<file path="config.mk">
export PLATFORM = sky130hd
export DESIGN_NAME = mux_scan_sequencer
export DESIGN_NICKNAME = d
export VERILOG_FILES = /design/src/rtl/mux_scan_sequencer_pkg.sv /design/src/rtl/mux_scan_sequencer_rr.sv /design/src/rtl/mux_scan_sequencer.sv
export SDC_FILE = /design/constraint.sdc
export NUM_CORES = 1
export LEC_CHECK = 0
export CAP_MARGIN = 20
export CORE_ASPECT_RATIO = 2
export CORE_UTILIZATION = 50
export CTS_CLUSTER_SIZE = 14
export DETAILED_ROUTE_END_ITERATION = 7
export PLACE_DENSITY = 0.82
export SETUP_SLACK_MARGIN = 0.05
export SYNTH_ARGS = -nofsm -noshare
export SYNTH_HDL_FRONTEND = slang
export SYNTH_SLANG_ARGS = --single-unit
</file>
<file path="constraint.sdc">
create_clock -name clk -period 3.2 [get_ports clk]
set_input_delay 0.64 -clock clk [delete_from_list [all_inputs] [get_ports clk]]
set_output_delay 0.64 -clock clk [all_outputs]
set_load 0.01 [all_outputs]
</file>
<file path="src/rtl/mux_scan_sequencer_pkg.sv">
// Shared constants for the mux scan sequencer: default widths, FSM states,
// settle counter width.
package mux_scan_sequencer_pkg;

  localparam int NCH_DEF    = 8;
  localparam int SEL_W_DEF  = 3;
  localparam int DATA_W_DEF = 4;
  localparam int CNT_W      = 4;

  typedef enum logic [1:0] {
    ST_IDLE   = 2'd0,
    ST_SETTLE = 2'd1,
    ST_HOLD   = 2'd2
  } state_t;

endpackage

</file>
<file path="src/rtl/mux_scan_sequencer_rr.sv">
// Combinational wrap-around priority finder: first enabled channel at or
// after the pointer, plus mask-nonzero and highest-enabled-channel flags.
module rr_next_channel
  import mux_scan_sequencer_pkg::*;
#(
  parameter int NCH   = NCH_DEF,
  parameter int SEL_W = SEL_W_DEF
) (
  input  logic [NCH-1:0]   i_chan_mask,
  input  logic [SEL_W-1:0] i_ptr,
  output logic [SEL_W-1:0] o_next_ch,
  output logic             o_any,
  output logic [SEL_W-1:0] o_top_ch
);

  logic             w_found;
  logic [SEL_W-1:0] w_idx;

  // NCH is a power of two, so the SEL_W-bit add wraps 7 -> 0 on its own.
  always_comb begin
    o_next_ch = i_ptr;
    w_found   = 1'b0;
    w_idx     = '0;
    for (int k = 0; k < NCH; k++) begin
      w_idx = i_ptr + SEL_W'(k);
      if (!w_found && i_chan_mask[w_idx]) begin
        o_next_ch = w_idx;
        w_found   = 1'b1;
      end
    end
  end

  always_comb begin
    o_top_ch = '0;
    for (int i = 0; i < NCH; i++) begin
      if (i_chan_mask[i]) o_top_ch = SEL_W'(i);
    end
  end

  assign o_any = |i_chan_mask;

endmodule

</file>
<file path="src/rtl/mux_scan_sequencer.sv">
// Round-robin scan of an 8:1 mux: drive sel, wait SETTLE_CYC cycles, capture
// the mux output and present it on a valid/ready port.
module mux_scan_sequencer
  import mux_scan_sequencer_pkg::*;
#(
  parameter int DATA_W     = DATA_W_DEF,
  parameter int NCH        = NCH_DEF,
  parameter int SEL_W      = SEL_W_DEF,
  parameter int SETTLE_CYC = 1
) (
  input  logic              clk,
  input  logic              rst,
  input  logic              en,
  input  logic [NCH-1:0]    chan_mask,
  input  logic [DATA_W-1:0] mux_in,
  output logic [SEL_W-1:0]  sel,
  output logic [DATA_W-1:0] out_data,
  output logic [SEL_W-1:0]  out_chan,
  output logic              out_valid,
  input  logic              out_ready,
  output logic              frame_done,
  output logic              busy
);

  localparam logic [CNT_W-1:0] CNT_LOAD = CNT_W'(SETTLE_CYC - 1);

  state_t            r_state, w_state_nxt;
  logic [SEL_W-1:0]  r_sel, w_sel_nxt;
  logic [SEL_W-1:0]  r_ptr, w_ptr_nxt;
  logic [CNT_W-1:0]  r_cnt, w_cnt_nxt;
  logic [DATA_W-1:0] r_data, w_data_nxt;
  logic [SEL_W-1:0]  r_chan, w_chan_nxt;
  logic              r_valid, w_valid_nxt;
  logic              r_fd, w_fd_nxt;

  logic [SEL_W-1:0]  w_next_ch;
  logic              w_any;
  logic [SEL_W-1:0]  w_top_ch;

  rr_next_channel #(
    .NCH   (NCH),
    .SEL_W (SEL_W)
  ) u_rr (
    .i_chan_mask (chan_mask),
    .i_ptr       (r_ptr),
    .o_next_ch   (w_next_ch),
    .o_any       (w_any),
    .o_top_ch    (w_top_ch)
  );

  always_ff @(posedge clk) begin
    if (rst) begin
      r_state <= ST_IDLE;
      r_sel   <= '0;
      r_ptr   <= '0;
      r_cnt   <= '0;
      r_data  <= '0;
      r_chan  <= '0;
      r_valid <= 1'b0;
      r_fd    <= 1'b0;
    end else begin
      r_state <= w_state_nxt;
      r_sel   <= w_sel_nxt;
      r_ptr   <= w_ptr_nxt;
      r_cnt   <= w_cnt_nxt;
      r_data  <= w_data_nxt;
      r_chan  <= w_chan_nxt;
      r_valid <= w_valid_nxt;
      r_fd    <= w_fd_nxt;
    end
  end

  always_comb begin
    w_state_nxt = r_state;
    w_sel_nxt   = r_sel;
    w_ptr_nxt   = r_ptr;
    w_cnt_nxt   = r_cnt;
    w_data_nxt  = r_data;
    w_chan_nxt  = r_chan;
    w_valid_nxt = r_valid;
    w_fd_nxt    = 1'b0;
    unique case (r_state)
      ST_IDLE: begin
        if (en && w_any) begin
          w_sel_nxt   = w_next_ch;
          w_cnt_nxt   = CNT_LOAD;
          w_state_nxt = ST_SETTLE;
        end
      end
      ST_SETTLE: begin
        if (r_cnt != '0) begin
          w_cnt_nxt = r_cnt - CNT_W'(1);
        end else begin
          w_data_nxt  = mux_in;
          w_chan_nxt  = r_sel;
          w_valid_nxt = 1'b1;
          w_ptr_nxt   = r_sel + SEL_W'(1);
          w_fd_nxt    = w_any && (r_sel == w_top_ch);
          w_state_nxt = ST_HOLD;
        end
      end
      ST_HOLD: begin
        // Handshake edge doubles as the next choice point: no idle bubble.
        if (out_ready) begin
          w_valid_nxt = 1'b0;
          if (en && w_any) begin
            w_sel_nxt   = w_next_ch;
            w_cnt_nxt   = CNT_LOAD;
            w_state_nxt = ST_SETTLE;
          end else begin
            w_state_nxt = ST_IDLE;
          end
        end
      end
      default: w_state_nxt = ST_IDLE;
    endcase
  end

  assign sel        = r_sel;
  assign out_data   = r_data;
  assign out_chan   = r_chan;
  assign out_valid  = r_valid;
  assign frame_done = r_fd;
  assign busy       = (r_state != ST_IDLE);

endmodule

</file>
==> results of run 1 <==
[routing by layer]
| layer | vias to the layer above | GRT usage | part of all wire |
|---|---|---|---|
| li1 | 807 | - | - |
| met1 | 785 | 0.283 | 0.39 |
| met2 | 47 | 0.447 | 0.54 |
| met3 | 13 | 0.0124 | 0.035 |
| met4 | 0 | 0.110 | 0.034 |
| met5 | - | 0 | 0 |
[how the worst min path moves through the flow]
| stage | from | endpoint | slack [ns] | cells past startpoint |
|---|---|---|---|---|
| after detailed placement | out_chan[0] | out_chan[0] | 0.49 | 2 |
| after floorplan | r_cnt[3] | r_cnt[3] | 0.46 | 2 |
| after CTS | out_chan[0] | out_chan[0] | 0.51 | 2 |
| after global placement | r_cnt[3] | r_cnt[3] | 0.47 | 2 |
| after global routing | out_chan[0] | out_chan[0] | 0.53 | 2 |
| final | out_chan[0] | out_chan[0] | 0.50 | 2 |
[flip-flops by register name (all words and copies together), names as in the netlist]
name and count:
out_data 4, r_cnt 4, out_chan 3, r_ptr 3
sel 3, r_state 2, frame_done 1, out_valid 1
[Yosys cell counts (2+ instances only)]
library cell,n,share of area
nand3b_1,3,0.012
o31ai_1,3,0.012
ha_1,5,0.035
and2_1,3,0.010
or3_1,4,0.014
nand3_1,2,0.0055
o21ai_0,2,0.0055
mux4_2,9,0.11
nor3_1,3,0.0083
nand2b_1,3,0.010
mux2i_1,17,0.094
a31oi_1,3,0.010
inv_1,10,0.021
nor2b_1,3,0.010
or4_1,2,0.0083
dfxtp_1,21,0.23
xnor2_1,7,0.034
nand2_1,10,0.021
mux4_1,3,0.044
nor3b_1,3,0.012
buf_6,2,0.012
a211oi_1,7,0.029
a311o_1,2,0.011
o21ai_1,2,0.0055
a22oi_1,2,0.0083
a21oi_1,12,0.033
nor2_1,24,0.050
clkbuf_1,7,0.015
mux2_2,3,0.019
[worst max-delay path, cell delays in order]
cell and delay [ns]:
clkdlybuf4s50_1 0.55, mux4_1 0.63, mux2i_1 0.45, nor3_1 0.09, o311ai_0 0.44, o311ai_1 0.17, a31oi_1 0.18
[area by class of cell]
cell class	count	area, um2
clock buffers	4	45.0
fillers	295	1230
inverters	10	37.5
multi-input cells	156	1290
flip-flops and latches	21	420
well taps	48	60.1
repair buffers	35	333
[through the flow]
stage                     hold WS (ns)   util
after floorplan                  0.458      -
after global placement           0.469  0.627
after detailed placement         0.491  0.627
after CTS                        0.508  0.640
after global routing             0.533  0.640
final                            0.501  0.640
[logic make-up (layout without fill, tap and decap cells)]
kind of cell,Yosys count,count (layout),share of synthesized area
XOR/XNOR,7,7,0.0339
adder cells (fa/ha/maj),5,5,0.0346
AND/OR/NAND/NOR,67,67,0.194
AO/OA/AOI/OAI,44,44,0.177
buffers and inverters,21,49,0.0526
multiplexers,33,33,0.275
flip-flops,21,21,0.233
[power by group through the flow]
stage / Combinational [mW] / Sequential, mW / Clock [mW]
2_1_floorplan: 0.613 / 0.356 / 0
3_3_place_gp: 0.807 / 0.374 / 0
3_5_place_dp: 0.816 / 0.375 / 0
4_1_cts: 0.822 / 0.370 / 0.174
5_1_grt: 0.897 / 0.379 / 0.188
6_report: 0.824 / 0.370 / 0.170
==> results.py, run 1 <==
metrics = {
    "status": {
        "status": "finished clean",
    },
    "logic_synthesis": {
        "yosysWarnings": 0,
        "synth_cells": 198,
        "synth_edf_count": 0,
        "syn_area_per_cell_um2": 9.12,
        "yosys_most_used_dff": "dfxtp_1",
        "syn-cell-area_mm2": 0.00181,
        "seq_area_frac_synth": 0.233,
        "async_flop_share": 0,
        "syn_nets": 219,
        "ys_types": 50,
        "ys_seq_elements": 21,
    },
    "cts": {
        "cts_setup_buffers": 0,
        "hold_buffers": 0,
        "clk_latency_ns": 0.26,
        "cts.repair.resized": 0,
        "cts_tree": "done",
        "cts_sinks": 21,
        "cts_inserted_buffers": 3,
        "clk_pin_slew_ns": 0.07,
        "h-tree-depth": 1,
        "cts_max_path_buffers": 2,
        "ctsRootBufferMaster": "clkbuf_8",
    },
    "drt": {
        "ant_nets": 0,
        "finalWirelength_um": 4360,
        "viasPerCell": 6.03,
        "wl_per_cell_um": 15.9,
        "dr.pass1.iters": 4,
        "drt_iter0_markers": 63,
        "vias": 1652,
        "drc_errors": 0,
    },
    "critical_path": {
        "r2r-start": "r_ptr[1]",
        "r2r-end": "sel[2]",
        "crit_path_start": "chan_mask[7]",
        "crit_fanout": 9,
        "rrSetupSlack_ns": 0.31,
        "r2r_cells": 8,
        "worstSetupPathType": "in2reg",
        "cp.arrival_ns": 3.16,
        "endpoint": "sel[2]",
        "required_ns": 3.39,
        "end_kind": "register",
        "critPathLaunchType": "input port",
    },
    "global_route": {
        "grt_pass1_wl_um": 7180,
        "grt_pass1_vias": 1543,
        "grt_start_max_net_pins": 21,
        "grt-ovfl-total": 0,
        "grtUsageTotal": 0.246,
        "antenna_found_initial": 0,
    },
    "floorplanning": {
        "die_height_um": 87.0,
        "fp.dieW_um": 44.5,
        "fp-row-count": 30,
        "io-pin-count": 29,
        "initial_core_util": 0.529,
        "die_area_mm2": 0.00387,
        "core_mm2": 0.00342,
    },
    "pwr": {
        "power_mw": 1.36,
        "pwr-share-comb": 0.604,
        "power.share.clock": 0.125,
        "pwr-share-seq": 0.271,
        "vdd_ir_drop_max_mv": 0.379,
        "internal_power_mw": 0.795,
        "leakage_nw": 0.779,
        "p_per_area_mw_per_mm2": 624,
        "power.switching_mw": 0.569,
        "switching_share": 0.417,
    },
    "sta": {
        "fin_ws_ns": 0.229,
        "timing.final.crit_period_ns": 2.97,
        "setup_viol": 0,
        "rsz0062_at_grt": "no",
        "finalHoldViolations": 0,
        "max_slew_margin": 0.605,
        "fin_crit_sh": 0.928,
        "worstMarginPinSlew_ns": 0.591,
        "slew_viol_final": 0,
        "fmax_ghz": 0.337,
        "tns_ns": 0,
        "clock_skew_ns": 0.00328,
    },
    "placement": {
        "dp_slack_ns": 0.0140,
        "place.gp.congestion": 0.882,
        "dp.final_hpwl_um": 3360,
        "place_area_mm2": 0.00214,
        "io_buffers": 28,
        "dp_cells": 270,
    },
    "finish": {
        "stdcell_area_mm2": 0.00219,
        "final_common_cell": "clkdlybuf4s50_1",
        "drive_gt1_frac": 0.119,
        "layout_common_cells": "clkdlybuf4s50_1 (28), nor2_1 (24), dfxtp_1 (21)",
        "finalNonFillerCells": 274,
        "area_growth_pct": 21.1,
        "nets": 248,
        "diodes": 0,
    },
    "flow_run": {
        "cap_violations": 0,
    },
    "worst_hold_path": {
        "min_path_type": "reg2reg",
    },
}
(Power assumes the default switching activity.)
==> run 2, diff against run 1 <==
- PLACE_DENSITY: 0.82 -> 0.75
==> results.py, run 2 (synthesis gave the netlist of run 1 again) <==
metrics = {
    "status": {
        "status": "finished clean",
    },
    "cts": {
        "cts.repair.resized": 0,
        "h-tree-depth": 1,
        "cts_tree": "done",
        "clk_pin_slew_ns": 0.07,
        "cts_sinks": 21,
        "cts_inserted_buffers": 3,
        "hold_buffers": 0,
        "cts_setup_buffers": 0,
        "ctsRootBufferMaster": "clkbuf_8",
        "cts_max_path_buffers": 2,
        "clk_latency_ns": 0.26,
    },
    "global_route": {
        "grtUsageTotal": 0.264,
        "grt_pass1_wl_um": 7730,
        "grt-ovfl-total": 0,
        "grt_pass1_vias": 1734,
        "grt_start_max_net_pins": 21,
        "antenna_found_initial": 0,
    },
    "sta": {
        "rsz0062_at_grt": "no",
        "worstMarginPinSlew_ns": 0.628,
        "timing.final.crit_period_ns": 2.89,
        "fmax_ghz": 0.346,
        "tns_ns": 0,
        "finalHoldViolations": 0,
        "fin_crit_sh": 0.904,
        "max_slew_margin": 0.581,
        "setup_viol": 0,
        "slew_viol_final": 0,
        "clock_skew_ns": 0.00281,
    },
    "floorplanning": {
        "die_height_um": 87.0,
        "die_area_mm2": 0.00387,
        "io-pin-count": 29,
        "initial_core_util": 0.529,
        "fp.dieW_um": 44.5,
        "core_mm2": 0.00342,
        "fp-row-count": 30,
    },
    "placement": {
        "place.gp.congestion": 0.927,
        "dp.final_hpwl_um": 3580,
        "io_buffers": 28,
        "dp_cells": 271,
        "place_area_mm2": 0.00215,
    },
    "finish": {
        "stdcell_area_mm2": 0.00220,
        "final_common_cell": "clkdlybuf4s50_1",
        "nets": 249,
        "layout_common_cells": "clkdlybuf4s50_1 (28), nor2_1 (24), dfxtp_1 (21)",
        "drive_gt1_frac": 0.128,
        "area_growth_pct": 21.6,
        "diodes": 0,
        "finalNonFillerCells": 275,
    },
    "pwr": {
        "p_per_area_mw_per_mm2": 637,
        "leakage_nw": 0.783,
        "vdd_ir_drop_max_mv": 0.433,
    },
    "drt": {
        "dr.pass1.iters": 4,
        "ant_nets": 0,
        "vias": 1694,
        "finalWirelength_um": 4700,
        "wl_per_cell_um": 17.1,
        "drt_iter0_markers": 52,
        "viasPerCell": 6.16,
        "drc_errors": 0,
    },
    "flow_run": {
        "cap_violations": 0,
    },
    "critical_path": {
        "crit_fanout": 9,
        "end_kind": "register",
        "required_ns": 3.38,
        "critPathLaunchType": "input port",
        "worstSetupPathType": "in2reg",
        "cp.arrival_ns": 3.07,
    },
    "worst_hold_path": {
        "min_path_type": "reg2reg",
    },
}
-- run 2: cell types whose count changed in the layout (fill, tap and decap cells not counted) --
cell	change
buf_4	+1
ha_2	+1
ha_1	-1
-- run 2: path summary, 6_finish.rpt --
| kind | start | endpoint | slack (ns) | cells past startpoint |
|---|---|---|---|---|
| setup / recovery | chan_mask[4] | sel[2] | 0.31 | 7 |
| hold / removal | out_data[1] | out_data[1] | 0.50 | 2 |
| setup reg to reg | r_ptr[0] | sel[2] | 0.33 | 8 |
| hold reg to reg | out_data[1] | out_data[1] | 0.50 | 2 |
-- run 2: metrics by stage --
| stage | utilization | total power [mW] | setup slack, ns | hold slack [ns] |
|---|---|---|---|---|
| after floorplan | - | 0.968 | 0.503 | 0.458 |
| after global placement | 0.629 | 1.18 | 0.190 | 0.465 |
| after detailed placement | 0.629 | 1.22 | 0.0904 | 0.483 |
| after CTS | 0.642 | 1.40 | 0.228 | 0.505 |
| after global routing | 0.643 | 1.49 | 0.117 | 0.519 |
| final | 0.643 | 1.40 | 0.308 | 0.498 |
-- run 2: final cells by class --
class | instances | area [um2]
sequential | 21 | 420
timing repair buffer | 36 | 340
tap | 48 | 60.1
clock buffer | 4 | 45.0
fill | 299 | 1220
inverter | 10 | 37.5
multi-input combinational | 156 | 1290
-- run 2: per-layer routing --
layer  wire [um]  track usage  vias up
met5           0            0        -
met4         249        0.185        0
li1            -            -      808
met2        2540        0.473       62
met1        1720        0.272      803
met3         188       0.0228       21
-- run 2: critical path, cell delays in order --
cell	delay, ns
clkdlybuf4s50_1	0.54
mux4_1	0.63
mux2i_1	0.31
nor3_1	0.08
o311ai_0	0.46
o311ai_1	0.19
a31oi_1	0.23
-- run 2: report_power, final --
group	total (mW)	leakage (nW)	switching (mW)	internal [mW]
clock network	0.171	0.0228	0.0828	0.0887
logic	0.856	0.589	0.445	0.410
registers	0.372	0.172	0.0625	0.310
total	1.40	0.783	0.591	0.809
==> run 3, diff against run 2 <==
- GPL_ROUTABILITY_DRIVEN: default -> 0
==> results.py, run 3 (synthesis gave the netlist of run 1 again) <==
metrics = {
    "status": {
        "status": "finished clean",
    },
    "sta": {
        "rsz0062_at_grt": "no",
        "fin_crit_sh": 0.895,
        "max_slew_margin": 0.604,
        "tns_ns": 0,
        "clock_skew_ns": 0.00847,
        "timing.final.crit_period_ns": 2.87,
        "finalHoldViolations": 0,
        "timing.hold.ws_ns": 0.503,
        "slew_viol_final": 0,
        "worstMarginPinSlew_ns": 0.594,
        "setup_viol": 0,
        "fmax_ghz": 0.349,
    },
    "critical_path": {
        "rrSetupSlack_ns": 0.33,
        "critPathLaunchType": "register",
        "crit_buf_inv": 1,
        "max_stage_delay_ns": 0.72,
        "endpoint": "sel[2]",
        "path_cells": "inv_1, ha_2, mux4_1, mux2i_1, and4b_1, a41oi_1, o311ai_1, a31oi_1",
        "required_ns": 3.34,
        "r2r-end": "sel[2]",
        "end_kind": "register",
        "critPathSlowestCell": "mux4_1",
        "r2r-start": "r_ptr[0]",
        "critical_path_depth": 8,
        "worstSetupPathType": "reg2reg",
        "r2r_cells": 8,
        "crit_path_start": "r_ptr[0]",
        "cp.arrival_ns": 3.01,
        "cp_top_family": "multiplexers",
        "crit_fanout": 12,
    },
    "global_route": {
        "grt_pass1_wl_um": 7530,
        "grt-ovfl-total": 0,
        "antenna_found_initial": 0,
        "grtUsageTotal": 0.255,
        "grt_start_max_net_pins": 21,
        "grt_pass1_vias": 1702,
    },
    "cts": {
        "clk_latency_ns": 0.27,
        "cts_setup_buffers": 0,
        "cts_sinks": 21,
        "ctsRootBufferMaster": "clkbuf_8",
        "cts_tree": "done",
        "cts_inserted_buffers": 3,
        "cts_max_path_buffers": 2,
        "cts.repair.resized": 0,
        "h-tree-depth": 1,
        "hold_buffers": 0,
        "clk_pin_slew_ns": 0.08,
    },
    "finish": {
        "nets": 248,
        "finalNonFillerCells": 274,
        "diodes": 0,
        "layout_common_cells": "clkdlybuf4s50_1 (28), nor2_1 (24), dfxtp_1 (21)",
        "fin_util": 0.641,
        "area_growth_pct": 21.3,
        "drive_gt1_frac": 0.128,
        "final_common_cell": "clkdlybuf4s50_1",
        "nFillCells": 290,
    },
    "pwr": {
        "vdd_ir_drop_max_mv": 0.436,
        "leakage_nw": 0.781,
        "p_per_area_mw_per_mm2": 632,
        "power_mw": 1.38,
    },
    "drt": {
        "ant_nets": 0,
        "drc_errors": 0,
        "viasPerCell": 6.04,
        "drt_iter0_markers": 46,
        "wl_per_cell_um": 16.2,
        "vias": 1656,
        "dr.pass1.iters": 4,
        "finalWirelength_um": 4450,
    },
    "floorplanning": {
        "fp.dieW_um": 44.5,
        "initial_core_util": 0.529,
        "die_area_mm2": 0.00387,
        "core_mm2": 0.00342,
        "io-pin-count": 29,
        "die_height_um": 87.0,
        "fp-row-count": 30,
    },
    "placement": {
        "dp.final_hpwl_um": 3410,
        "io_buffers": 28,
        "dp_cells": 270,
    },
    "worst_hold_path": {
        "min_path_type": "reg2reg",
    },
    "flow_run": {
        "cap_violations": 0,
    },
}
run 3: through the flow:
| step | instance area [um2] | setup slack (ns) |
|---|---|---|
| 4_1_cts | 2190 | 0.210 |
| 3_3_place_gp | 2140 | 0.271 |
| 5_1_grt | 2190 | 0.144 |
| 2_1_floorplan | 1810 | 0.503 |
| 6_report | 2190 | 0.334 |
| 3_5_place_dp | 2140 | 0.175 |
run 3: final cells by class:
class                           count  area, um2  share of cell area
Multi-Input combinational cell    156       1290               0.591
Sequential cell                    21        420               0.192
Timing Repair Buffer               35        333               0.152
Tap cell                           48       60.1              0.0274
Clock buffer                        3       41.3              0.0188
Inverter                           10       37.5              0.0171
Clock inverter                      1       5.00             0.00228
run 3: worst min path at each step:
stage / cells past startpoint / slack (ns) / from / endpoint
after CTS: 2 / 0.51 / out_data[1] / out_data[1]
after global placement: 2 / 0.47 / r_cnt[3] / r_cnt[3]
final: 2 / 0.50 / out_data[1] / out_data[1]
after global routing: 2 / 0.54 / out_data[3] / out_data[3]
after detailed placement: 2 / 0.49 / out_data[1] / out_data[1]
after floorplan: 2 / 0.46 / r_cnt[3] / r_cnt[3]
run 3: where the power goes:
group | switching, mW | leakage (nW) | internal [mW]
Clock | 0.0894 | 0.0255 | 0.0869
Sequential | 0.0596 | 0.172 | 0.310
Combinational | 0.434 | 0.584 | 0.404
run 3: worst reg2reg max path: cells and delay by family, from the launching register on:
family                   cells  cell delay, ns
AO/OA/AOI/OAI                3            0.47
adder cells (fa/ha/maj)      1            0.53
buffers and inverters        1            0.10
flip-flops                   1            0.33
multiplexers                 2            1.05
AND/OR/NAND/NOR              1            0.27
run 3: metal layers:
metal  vias to the layer above  GRT usage  routed length (um)
li1                        811          -                   -
met1                       779      0.280                1730
met2                        55      0.468                2420
met3                        11     0.0187                 177
met4                         0      0.124                 129
met5                         -          0                   0
